==> config.mk <==
export PLATFORM = sky130hd
export DESIGN_NAME = div_unit_32bit
export DESIGN_NICKNAME = d
export VERILOG_FILES = /design/src/rtl/div_unit_32bit.sv
export SDC_FILE = /design/constraint.sdc
export NUM_CORES = 1
export LEC_CHECK = 0
export ABC_AREA = 1
export CAP_MARGIN = 30
export CORE_MARGIN = 4
export CORE_UTILIZATION = 50
export DETAILED_ROUTE_END_ITERATION = 8
export GPL_ROUTABILITY_DRIVEN = 0
export PLACE_DENSITY = 0.71
export REMOVE_ABC_BUFFERS = 1
export SLEW_MARGIN = 0
export SYNTH_ARGS = -nofsm -noshare
export SYNTH_HDL_FRONTEND = slang
export SYNTH_SLANG_ARGS = --single-unit
==> constraint.sdc <==
create_clock -name clk -period 4.5 [get_ports clk]
set_input_delay 0.675 -clock clk [delete_from_list [all_inputs] [get_ports clk]]
set_output_delay 0.675 -clock clk [all_outputs]
set_load 0.05 [all_outputs]
==> src/rtl/div_unit_32bit.sv <==
// Iterative RV32M divider (DIV/DIVU/REM/REMU): restoring algorithm, one quotient bit per cycle.
// Zero-divisor and signed-overflow cases bypass the iteration and complete with latency 1.
module div_unit_32bit #(
  parameter int unsigned XLEN  = 32,
  parameter int unsigned CNT_W = 6
) (
  input  logic            clk,
  input  logic            rst_ni,
  input  logic            start_i,
  input  logic [1:0]      op_i,
  input  logic [XLEN-1:0] rs1_i,
  input  logic [XLEN-1:0] rs2_i,
  input  logic            flush_i,
  output logic            busy_o,
  output logic            valid_o,
  output logic [XLEN-1:0] result_o
);

  localparam int unsigned PW = XLEN + 1;
  localparam logic [XLEN-1:0] MIN_INT = {1'b1, {(XLEN-1){1'b0}}};
  localparam logic [CNT_W-1:0] LAST_CNT = CNT_W'(XLEN - 1);

  typedef enum logic [1:0] {S_IDLE, S_CALC, S_FIX, S_DONE} state_t;

  state_t state_q, state_d;

  logic [CNT_W-1:0] cnt_q;
  logic [1:0]       op_q;
  logic [XLEN-1:0]  quo_q;      // dividend bits shift out MSB-first, quotient bits shift in
  logic [XLEN-1:0]  rem_q;
  logic [XLEN-1:0]  divisor_q;
  logic             sign_q_q;
  logic             sign_r_q;
  logic [XLEN-1:0]  result_q;
  logic             valid_q;
  logic             busy_q;

  logic            signed_op;
  logic            neg_a;
  logic            neg_b;
  logic [XLEN-1:0] abs_a;
  logic [XLEN-1:0] abs_b;
  logic            div_zero;
  logic            ovf;
  logic            special;
  logic [XLEN-1:0] special_res;
  logic            accept;
  logic [PW-1:0]   trial;
  logic [XLEN-1:0] fix_q;
  logic [XLEN-1:0] fix_r;

  // Operand conditioning and special-case detection on the raw inputs
  always_comb begin
    signed_op   = ~op_i[0];
    neg_a       = signed_op & rs1_i[XLEN-1];
    neg_b       = signed_op & rs2_i[XLEN-1];
    abs_a       = neg_a ? (~rs1_i + XLEN'(1)) : rs1_i;
    abs_b       = neg_b ? (~rs2_i + XLEN'(1)) : rs2_i;
    div_zero    = (rs2_i == '0);
    ovf         = signed_op && (rs1_i == MIN_INT) && (rs2_i == '1);
    special     = div_zero | ovf;
    if (div_zero) special_res = op_i[1] ? rs1_i : '1;
    else          special_res = op_i[1] ? '0 : MIN_INT;
    accept      = (state_q == S_IDLE) && start_i && !flush_i;
    trial       = {rem_q, quo_q[XLEN-1]} - {1'b0, divisor_q};
    fix_q       = sign_q_q ? (~quo_q + XLEN'(1)) : quo_q;
    fix_r       = sign_r_q ? (~rem_q + XLEN'(1)) : rem_q;
  end

  always_ff @(posedge clk or negedge rst_ni) begin
    if (!rst_ni) state_q <= S_IDLE;
    else         state_q <= state_d;
  end

  always_comb begin
    state_d = state_q;
    case (state_q)
      S_IDLE: if (accept) state_d = special ? S_DONE : S_CALC;
      S_CALC: if (cnt_q == LAST_CNT) state_d = S_FIX;
      S_FIX:  state_d = S_DONE;
      S_DONE: state_d = S_IDLE;
      default: state_d = S_IDLE;
    endcase
    if (flush_i) state_d = S_IDLE;
  end

  // Datapath and registered outputs
  always_ff @(posedge clk or negedge rst_ni) begin
    if (!rst_ni) begin
      cnt_q     <= '0;
      op_q      <= '0;
      quo_q     <= '0;
      rem_q     <= '0;
      divisor_q <= '0;
      sign_q_q  <= 1'b0;
      sign_r_q  <= 1'b0;
      result_q  <= '0;
      valid_q   <= 1'b0;
      busy_q    <= 1'b0;
    end else begin
      valid_q <= (state_q == S_DONE) && !flush_i;
      busy_q  <= (state_d == S_CALC) || (state_d == S_FIX);
      if (accept) begin
        op_q      <= op_i;
        quo_q     <= abs_a;
        divisor_q <= abs_b;
        rem_q     <= '0;
        cnt_q     <= '0;
        sign_q_q  <= signed_op & (rs1_i[XLEN-1] ^ rs2_i[XLEN-1]);
        sign_r_q  <= neg_a;
        if (special) result_q <= special_res;
      end else if (state_q == S_CALC && !flush_i) begin
        cnt_q <= cnt_q + CNT_W'(1);
        if (!trial[PW-1]) begin
          rem_q <= trial[XLEN-1:0];
          quo_q <= {quo_q[XLEN-2:0], 1'b1};
        end else begin
          rem_q <= {rem_q[XLEN-2:0], quo_q[XLEN-1]};
          quo_q <= {quo_q[XLEN-2:0], 1'b0};
        end
      end else if (state_q == S_FIX && !flush_i) begin
        result_q <= op_q[1] ? fix_r : fix_q;
      end
    end
  end

  assign busy_o   = busy_q;
  assign valid_o  = valid_q;
  assign result_o = result_q;

endmodule

# [Yosys cells after proc, flatten, opt, wreduce, memory -nomap -nowiden]
# Index checks and enable logic that the tools add are counted.
[classes] n_addsub=6 eq_ne=10 muxes=25 n_bitwise=10 n_reduce_logical=14
[ops] operator="2-to-1 mux 32 bit" count=17
[ops] operator="adder 32 x 1 -> 32 bit (second input constant)" count=4
[ops] operator="NOT 32 bit" count=4
[ops] operator="equality test 32 bit (second input constant)" count=2
[ops] operator="subtractor 33 x 32 -> 33 bit" count=1
[ops] operator="logical NOT 32 bit" count=1
[ops] operator="2-to-1 mux 6 bit" count=2
[ops] operator="2-to-1 mux 2 bit" count=4
[ops] operator="one-hot mux 2 bit (4 select lines)" count=1
[ops] operator="logical AND 1 bit" count=7
[ops] operator="adder 6 x 1 -> 6 bit (second input constant)" count=1
[ops] operator="equality test 2 bit (second input constant)" count=3
[ops] operator="equality test 6 x 5 -> 1 bit (second input constant)" count=1
[ops] operator="equality test 2 x 1 -> 1 bit (second input constant)" count=2
[ops] operator="inequality test 2 bit (second input constant)" count=2
[ops] operator="nonzero test 2 bit" count=2
[ops] operator="AND 1 bit" count=3
[ops] operator="AND reduction 3 bit" count=1
[ops] operator="logical NOT 2 bit" count=1
[ops] operator="logical NOT 1 bit" count=1
[ops] operator="logical OR 1 bit" count=1
[ops] operator="2-to-1 mux 1 bit" count=1
[ops] operator="NOT 1 bit" count=1
[ops] operator="bitwise OR 1 bit" count=1
[ops] operator="bitwise XOR 1 bit" count=1
[totals] regBits=142 input_bits=70 out_inout_bits=34

# [Longest topological paths before layout]
[depth] word_depth=10 mapped_depth=18

# [Least setup slack after synthesis]
# OpenSTA, ideal clock, no wires.
[synth_path] kind="register to register" start="register quo_q[31]" end="register rem_q[13]" setup_time_ns=0.118 t_arrival_ns=2.152 t_required_ns=4.382 slack_ns=2.230 path_stages_with_launch=19 n_path_buf=1 synth_period_minus_slack_ns=2.270 path_cell_list="dfrtp_1 inv_1 ha_1 fa_1 inv_1 nand2_1 nand2_1 nand3_1 nand2_1 nand2_1 nand2_1 nand2_2 nand2_2 nand2_2 nand2_2 buf_4 nand2_1 nand3_1 nand2_1"
[synth_between] elab_chain_len=4
[synth_rtl] item="start, declared" line="29" text="logic [XLEN-1:0] quo_q;"
[synth_rtl] item="start signal, assigned" line="105" text="quo_q <= abs_a;"
[synth_rtl] item="start signal, assigned" line="116" text="quo_q <= {quo_q[XLEN-2:0], 1'b1};"
[synth_rtl] item="start signal, assigned" line="119" text="quo_q <= {quo_q[XLEN-2:0], 1'b0};"
[synth_rtl] item="subtractor 33 x 32 -> 33 bit" line="65" text="trial = {rem_q, quo_q[XLEN-1]} - {1'b0, divisor_q};"
[synth_rtl] item="2-to-1 mux 32 bit" line="114" text="if (!trial[PW-1]) begin"
[synth_rtl] item="2-to-1 mux 32 bit" line="112" text="end else if (state_q == S_CALC && !flush_i) begin"
[synth_rtl] item="2-to-1 mux 32 bit" line="103" text="if (accept) begin"
[synth_rtl] item="end signal, assigned" line="115" text="rem_q <= trial[XLEN-1:0];"
[synth_rtl] item="end signal, assigned" line="118" text="rem_q <= {rem_q[XLEN-2:0], quo_q[XLEN-1]};"
[synth_rtl] item="end, declared" line="30" text="logic [XLEN-1:0] rem_q;"
# Every way passes these cells. The select of a mux whose other input is x is not followed.
# A chain may end at the register's enable or synchronous reset.

# [Worst setup path after layout]
[layout_path] start="input port rs2_i[1]" end="register result_q[18] (netlist: result_o[18])"
[layout_between] elab_chain_len=5 elab_cells_between_ends=9
[layout_rtl] item="start, declared" line="12" text="input logic [XLEN-1:0] rs2_i,"
[layout_rtl] item="equality test 32 bit" line="60" text="ovf = signed_op && (rs1_i == MIN_INT) && (rs2_i == '1);"
[layout_rtl] item="logical AND 1 bit" line="60"
[layout_rtl] item="bitwise OR 1 bit" line="61" text="special = div_zero | ovf;"
[layout_rtl] item="inequality test 2 bit (no source line)"
[layout_rtl] item="AND reduction 3 bit (no source line)"
[layout_rtl] item="end signal, assigned" line="111" text="if (special) result_q <= special_res;"
[layout_rtl] item="end signal, assigned" line="122" text="result_q <= op_q[1] ? fix_r : fix_q;"
[layout_rtl] item="end, declared" line="34" text="logic [XLEN-1:0] result_q;"
# Parallel ways exist; a longest one is shown, timed or not. The select of a mux whose other input is x is not followed.

==> metrics.yaml <==
hold_viol_final: 0
die_w_um: 172
critical_path_required_ns: 4.87
dr.pass1.iters: 6
post_drt_via_cell_ratio: 5.68
outcome: "completed"
powerDensity_mw_per_mm2: 383
skew_ns: 0.0129
dp_cells: 2674
synth_edf_count: 0
synth_xor_area_share_pct: 2.42
critPathLaunch: "rs2_i[1]"
hold_path_class: "input pin to async pin"
core_area_sq_mm: 0.0262
num_vias: 15356
drt_iter0_drc: 2006
setup_ws_ns: 1.37
yosysTopAreaCell: "dfrtp_1"
clockRootBuffer: "clkbuf_16"
critPathCaptureType: "register"
r2r-start: "state_q[1]"
rsz0062_at_grt: "no"
insertedDiodeCount: 0
cp_cell_sequence: "clkdlybuf4s50_1 -> inv_1 -> ha_1 -> nand2_1 -> nor2_1 -> nand2_1 -> nor2_2 -> nand2_2 -> nor2_4 -> nand3_1 -> o21ai_0 -> nand3_1 -> nand2_1"
port_buffers: 103
yosysWarnings: 0
report.final.slew_viol_count: 0
antenna_found_initial: 0
io_pins: 104
fin_crit_ns: 3.13
setup_viol: 0
max_freq_ghz: 0.319
grt_pass1_wl_um: 74100
synthArstFlopShare_pct: 100
syn_to_final_growth_pct: 14.0
worstSetupPathType: "input pin to register"
cts.reportedPaths.clkPinSlew_ns: 0.06
cts_buffer_depth: 2
synthAdderAreaFrac_pct: 3.70
drive_gt1_share_pct: 3.46
cts_tree: "built"
power_uw: 5850
post-route-period-util_pct: 69.6
synth_top_area_share_pct: 26.3
syn_inst: 2290
worstMarginPinSlew_ns: 1.02
yosysUniqueCellTypes: 51
setup.worst_path.start_class: "input pin"
ys_ff_latch: 141
postCtsSetupRepairBufs: 0
yosys-top-cells-area: "dfrtp_1 26%, nand2_1 22%, nand3_1 11%"
p_leak_uw: 0.00812
muxShareOfSynthArea_pct: 0
gr-total-overflow: 0
dp_hpwl_um: 36500
stdcell_count: 2705
drv_cap: 0
chipHeight_um: 172
r2r_end: "quo_q[23]"
cp_slowest_cell: "nand3_1"
drc: 0
max_stage_delay_ns: 0.51
synth_ff_type: "dfrtp_1"
synth_top_family_by_area: "simple AND/OR/NAND/NOR gates"
r2r_setup_slack_ns: 1.55
wl_per_cell_um: 17.3
cts.sinks: 141
ys_seq_area_share_pct: 26.3
final_nets: 2467
initial_core_util_pct: 51.1
numCtsBuffers: 17
wl_um: 46700
yosys.area_share.simple_pct: 46.5
cp_data_arrival_time_ns: 3.50
grt_max_degree: 93
synth_compound_area_share_pct: 9.91
path_common_cell: "nand2_1"
avgSynthCellArea_sq_um: 5.85
cts_hold_buf: 0
place_ws_ns: 1.01
die_area_sq_mm: 0.0295
cts_resized: 0
peakVddDrop_v: 0.000376
rows: 59
grt_pass1_vias: 13994
cts_max_level: 4
grt_use_total_pct: 31.6
path_max_fanout: 12
syn-cell-area_sq_mm: 0.0134
ff2ff_path_depth: 7
slew_headroom_pct: 32.1
final_antenna_net_count: 0
fillers: 2625
insertion_delay_ns: 0.44
-- cell usage in the layout, fill, tap and decap left out, types with 3 or more instances in the layout --
master | Yosys | layout
nor2_1 | 249 | 249
o21ai_0 | 113 | 113
xor2_1 | 26 | 26
o21ai_1 | 8 | 8
clkbuf_16 | 0 | 17
inv_2 | 2 | 3
clkinv_4 | 0 | 4
o211ai_1 | 17 | 17
nand3b_1 | 16 | 16
o21bai_1 | 10 | 10
clkdlybuf4s50_1 | 0 | 102
nand2_2 | 6 | 6
o22ai_1 | 16 | 16
bufinv_16 | 0 | 3
nand2b_1 | 3 | 3
inv_1 | 303 | 302
clkinv_1 | 4 | 4
or2_2 | 4 | 4
nand2_1 | 795 | 795
nor3_1 | 25 | 25
a21oi_1 | 47 | 47
nand3_2 | 4 | 4
nand4_1 | 47 | 47
buf_4 | 1 | 16
xnor2_1 | 11 | 11
o221ai_1 | 11 | 11
nor2_2 | 6 | 5
ha_1 | 38 | 38
dfrtp_1 | 141 | 141
nand3_1 | 292 | 291
-- final cells by class --
type	instances	area (sq um)	area share, %
inverters	309	1160	7.60
clock inverters	12	163	1.07
multi-input cells	1770	8400	55.0
well taps	335	419	2.75
repair buffers	119	1150	7.55
clock buffers	19	443	2.90
flip-flops and latches	141	3530	23.1
-- power by group --
| group | switching (uW) | internal [uW] |
|---|---|---|
| clock | 596 | 889 |
| combinational | 1780 | 829 |
| sequential | 235 | 1520 |
-- critical path, delay by kind of cell --
family | cells | cell delay, ns
fa+ha+maj | 1 | 0.24
buf+inv | 2 | 0.58
compound gates | 1 | 0.40
simple gates | 9 | 1.60
-- kinds of logic after synthesis --
group                      Yosys count
buffers and inverters              379
xor gates and xnor gates            37
adders and majority gates           39
DFF                                141
and+or+nand+nor                   1461
AOI/OAI and AO/OA                  233
-- Yosys cell counts (3+ instances only) --
library cell / n
nor3_2: 3
o22ai_1: 16
clkbuf_1: 41
nand2_1: 795
nand3_1: 292
nand2_2: 6
nor2_1: 249
buf_2: 14
a21oi_1: 47
xnor2_1: 11
nor2_2: 6
nand3b_1: 16
nand3_2: 4
inv_1: 303
o21bai_1: 10
o221ai_1: 11
nor3_1: 25
nand2b_1: 3
dfrtp_1: 141
buf_1: 7
xor2_1: 26
buf_6: 6
ha_1: 38
o21ai_1: 8
o211ai_1: 17
nand4_1: 47
o21ai_0: 113
or2_2: 4
clkinv_1: 4
-- through the flow --
stage               TNS, ns  hold slack, ns  cell area, sq um  util (%)
finish                    0           0.322             15300      58.3
global placement          0           0.465             14700      55.9
detailed placement        0           0.464             14700      55.9
CTS                       0           0.361             15300      58.3
global route              0           0.394             15300      58.3
floorplan            -57.58           0.379             13100         -
-- layer usage --
layer,vias to the layer above,GRT usage (%),share of wire (%)
li1,7487,-,-
met1,6969,46.7,45
met2,789,47.0,42
met3,111,4.69,9.3
met4,0,11.3,3.5
met5,-,0,0
-- state kept, by name (all words and copies together) (netlist names) --
| signal | flops |
|---|---|
| divisor_q | 32 |
| state_q | 2 |
| sign_q_q | 1 |
| busy_o | 1 |
| rem_q | 32 |
| valid_o | 1 |
| cnt_q | 6 |
| quo_q | 32 |
| op_q | 1 |
| result_o | 32 |
| sign_r_q | 1 |
-- how the worst max path moves through the flow --
stage	depth (start not counted)	slack, ns	to
floorplan	6	-1.12	quo_q[24]
global placement	8	1.11	result_o[19]
detailed placement	8	1.01	result_o[14]
CTS	8	1.45	result_o[18]
global route	8	1.16	result_o[13]
finish	13	1.37	result_o[18]
(Power assumes the default switching activity.)
==> RTL edit, RTL diff (config.mk and constraints unchanged) <==
Re-encode `state_t` (4 states) as one-hot, 4 bits wide.
--- a/src/rtl/div_unit_32bit.sv
+++ b/src/rtl/div_unit_32bit.sv
@@ -20,7 +20,7 @@
   localparam logic [XLEN-1:0] MIN_INT = {1'b1, {(XLEN-1){1'b0}}};
   localparam logic [CNT_W-1:0] LAST_CNT = CNT_W'(XLEN - 1);
 
-  typedef enum logic [1:0] {S_IDLE, S_CALC, S_FIX, S_DONE} state_t;
+  typedef enum logic [3:0] {S_IDLE = 4'b0001, S_CALC = 4'b0010, S_FIX = 4'b0100, S_DONE = 4'b1000} state_t;
 
   state_t state_q, state_d;
 
Formal check against the unedited RTL: same outputs for any inputs over 4 cycles, from zero or initial values and one cycle with rst_ni low; so few cycles prove little.
==> RTL edit against the unedited design <==
- sequential cell count rose by 2
- global-route usage is 1.7 points lower
- setup slack better by 130 ps
- die area shrank 0.65%
- total power up 3.6%
- area after synthesis decreased by 0.68%
- synthesized cell count shrank 3.0%
- wire length shrank 6.1%
- clock power about the same
- fmax grew 4.2%
- final area decreased by 0.75%
- combinational power up 7%
- critical endpoint is now result_o[2]$_DFFE_PN0P_
==> RTL edit: results (changes against the unedited design) <==
metric,value,unit,change
status,"finished, final reports clean",,
GR Layer Usage met1,42.32,%,-4.4 points
Critical Path AT,3330,ps,-170 ps
crit-path max FO,44,,+32
Critical Path Source,state_q[3]$_DFF_PN0_,,
drt via density,5.683,,+0.11%
largest net degree at the start of global routing,82,,-12%
Nets,2401,,-2.7%
layout cells sized above 1,4.514,%,+1.1 points
Slew @ Worst Pin,840.6,ps,-176.3 ps
total CTS buffers,17,,unchanged
XOR/XNOR Fraction of Synth Area,2.699,%,+0.28 points
Sw Share,44.90,%,+0.24 points
Peak VDD IR,268.7,uV,-29%
grt met2 use,46.16,%,-0.88 points
GRT Util Overall,29.93,%,-1.7 points
Layout Skew,14.78,ps,+1.868 ps
CP max stage delay,600,ps,+90 ps
r2r setup slk,1490,ps,-60 ps
Post-Route M1 WL,19480,um,-7.0%
WL/cell,16.63,um,-3.7%
Cell variety after synth,49,,-3.9%
initial antenna violation count,1,,+1
first-pass GRT wire length,70710,um,-4.6%
FF-to-FF path depth,9,,+2
Pleak,8.087,nW,-0.46%
metal3 WL,3933,um,-9.9%
GRT met3 Usage,5.707,%,+1.0 points
Synth area leaders,"dfrtp_1 27%, nand2_1 21%, nand3_1 11%, inv_1 8.6%, nor2_1 5.5%",,
Flop pwr share,29.5,%,-0.5 points
number of global-route vias before repair,14050,,+0.41%
clock share of power,24.6,%,-0.8 points
met2 wire length,19020,um,-3.8%
Worst R2R End,result_o[2]$_DFFE_PN0P_,,
Initial DRC Count,1815,,-9.5%
max layer used,met5,,
Detailed Place HPWL,33800,um,-7.3%
-- RTL edit: changes by cell type in the layout (fill, tap and decap cells not counted), sizes merged, moves of 4 or more --
cell and change:
nor2 -51, a21oi +18, o221ai +7, xor2 +4, inv +8, nand4 -9, or2 +6, nand3 +9
nand2 -48, o22ai -7
-- RTL edit: cells by family after synthesis --
kind of cell    count (synthesis)
simple gates                 1365
buf+inv                       384
compound gates                250
flops                         143
xor+xnor                       41
fa+ha+maj                      39
-- RTL edit: layout make-up --
cell class	instances	area, um2
clock buffer	18	429.2
clock inverter	13	163.9
fill	2685	10980
inverter	315	1182
multi-input combinational	1695	8214
sequential	143	3580
tap	335	419.2
timing repair buffer	120	1164
-- RTL edit: through the flow --
step | cells | util (%) | area (um2) | worst slack (ps) | power, mW
finish | 2639 | 57.98 | 15150 | 1493 | 6.065
global route | 2639 | 57.98 | 15150 | 1192 | 6.447
CTS | 2639 | 57.98 | 15150 | 1494 | 6.032
detailed placement | 2608 | 55.71 | 14560 | 1124 | 4.526
global placement | 2607 | 55.67 | 14550 | 1213 | 4.484
floorplan | 2153 | - | 12960 | 730.0 | 3.643
-- RTL edit: how the worst min path moves through the flow --
stage	depth (start not counted)	endpoint	slack, ps
global placement	1	valid_o$_DFF_PN0_	450
finish	1	divisor_q[3]$_DFFE_PN0N_	250
global route	1	divisor_q[3]$_DFFE_PN0N_	330
detailed placement	1	valid_o$_DFF_PN0_	450
floorplan	0	busy_o$_DFF_PN0_	380
CTS	1	divisor_q[3]$_DFFE_PN0N_	320
-- RTL edit: worst max-delay path, delay by kind of cell, from the launching register on --
family / cells / cell delay, ps
AO/OA/AOI/OAI: 1 / 130
buffers and inverters: 2 / 840
flip-flops: 1 / 380
AND/OR/NAND/NOR: 6 / 1530
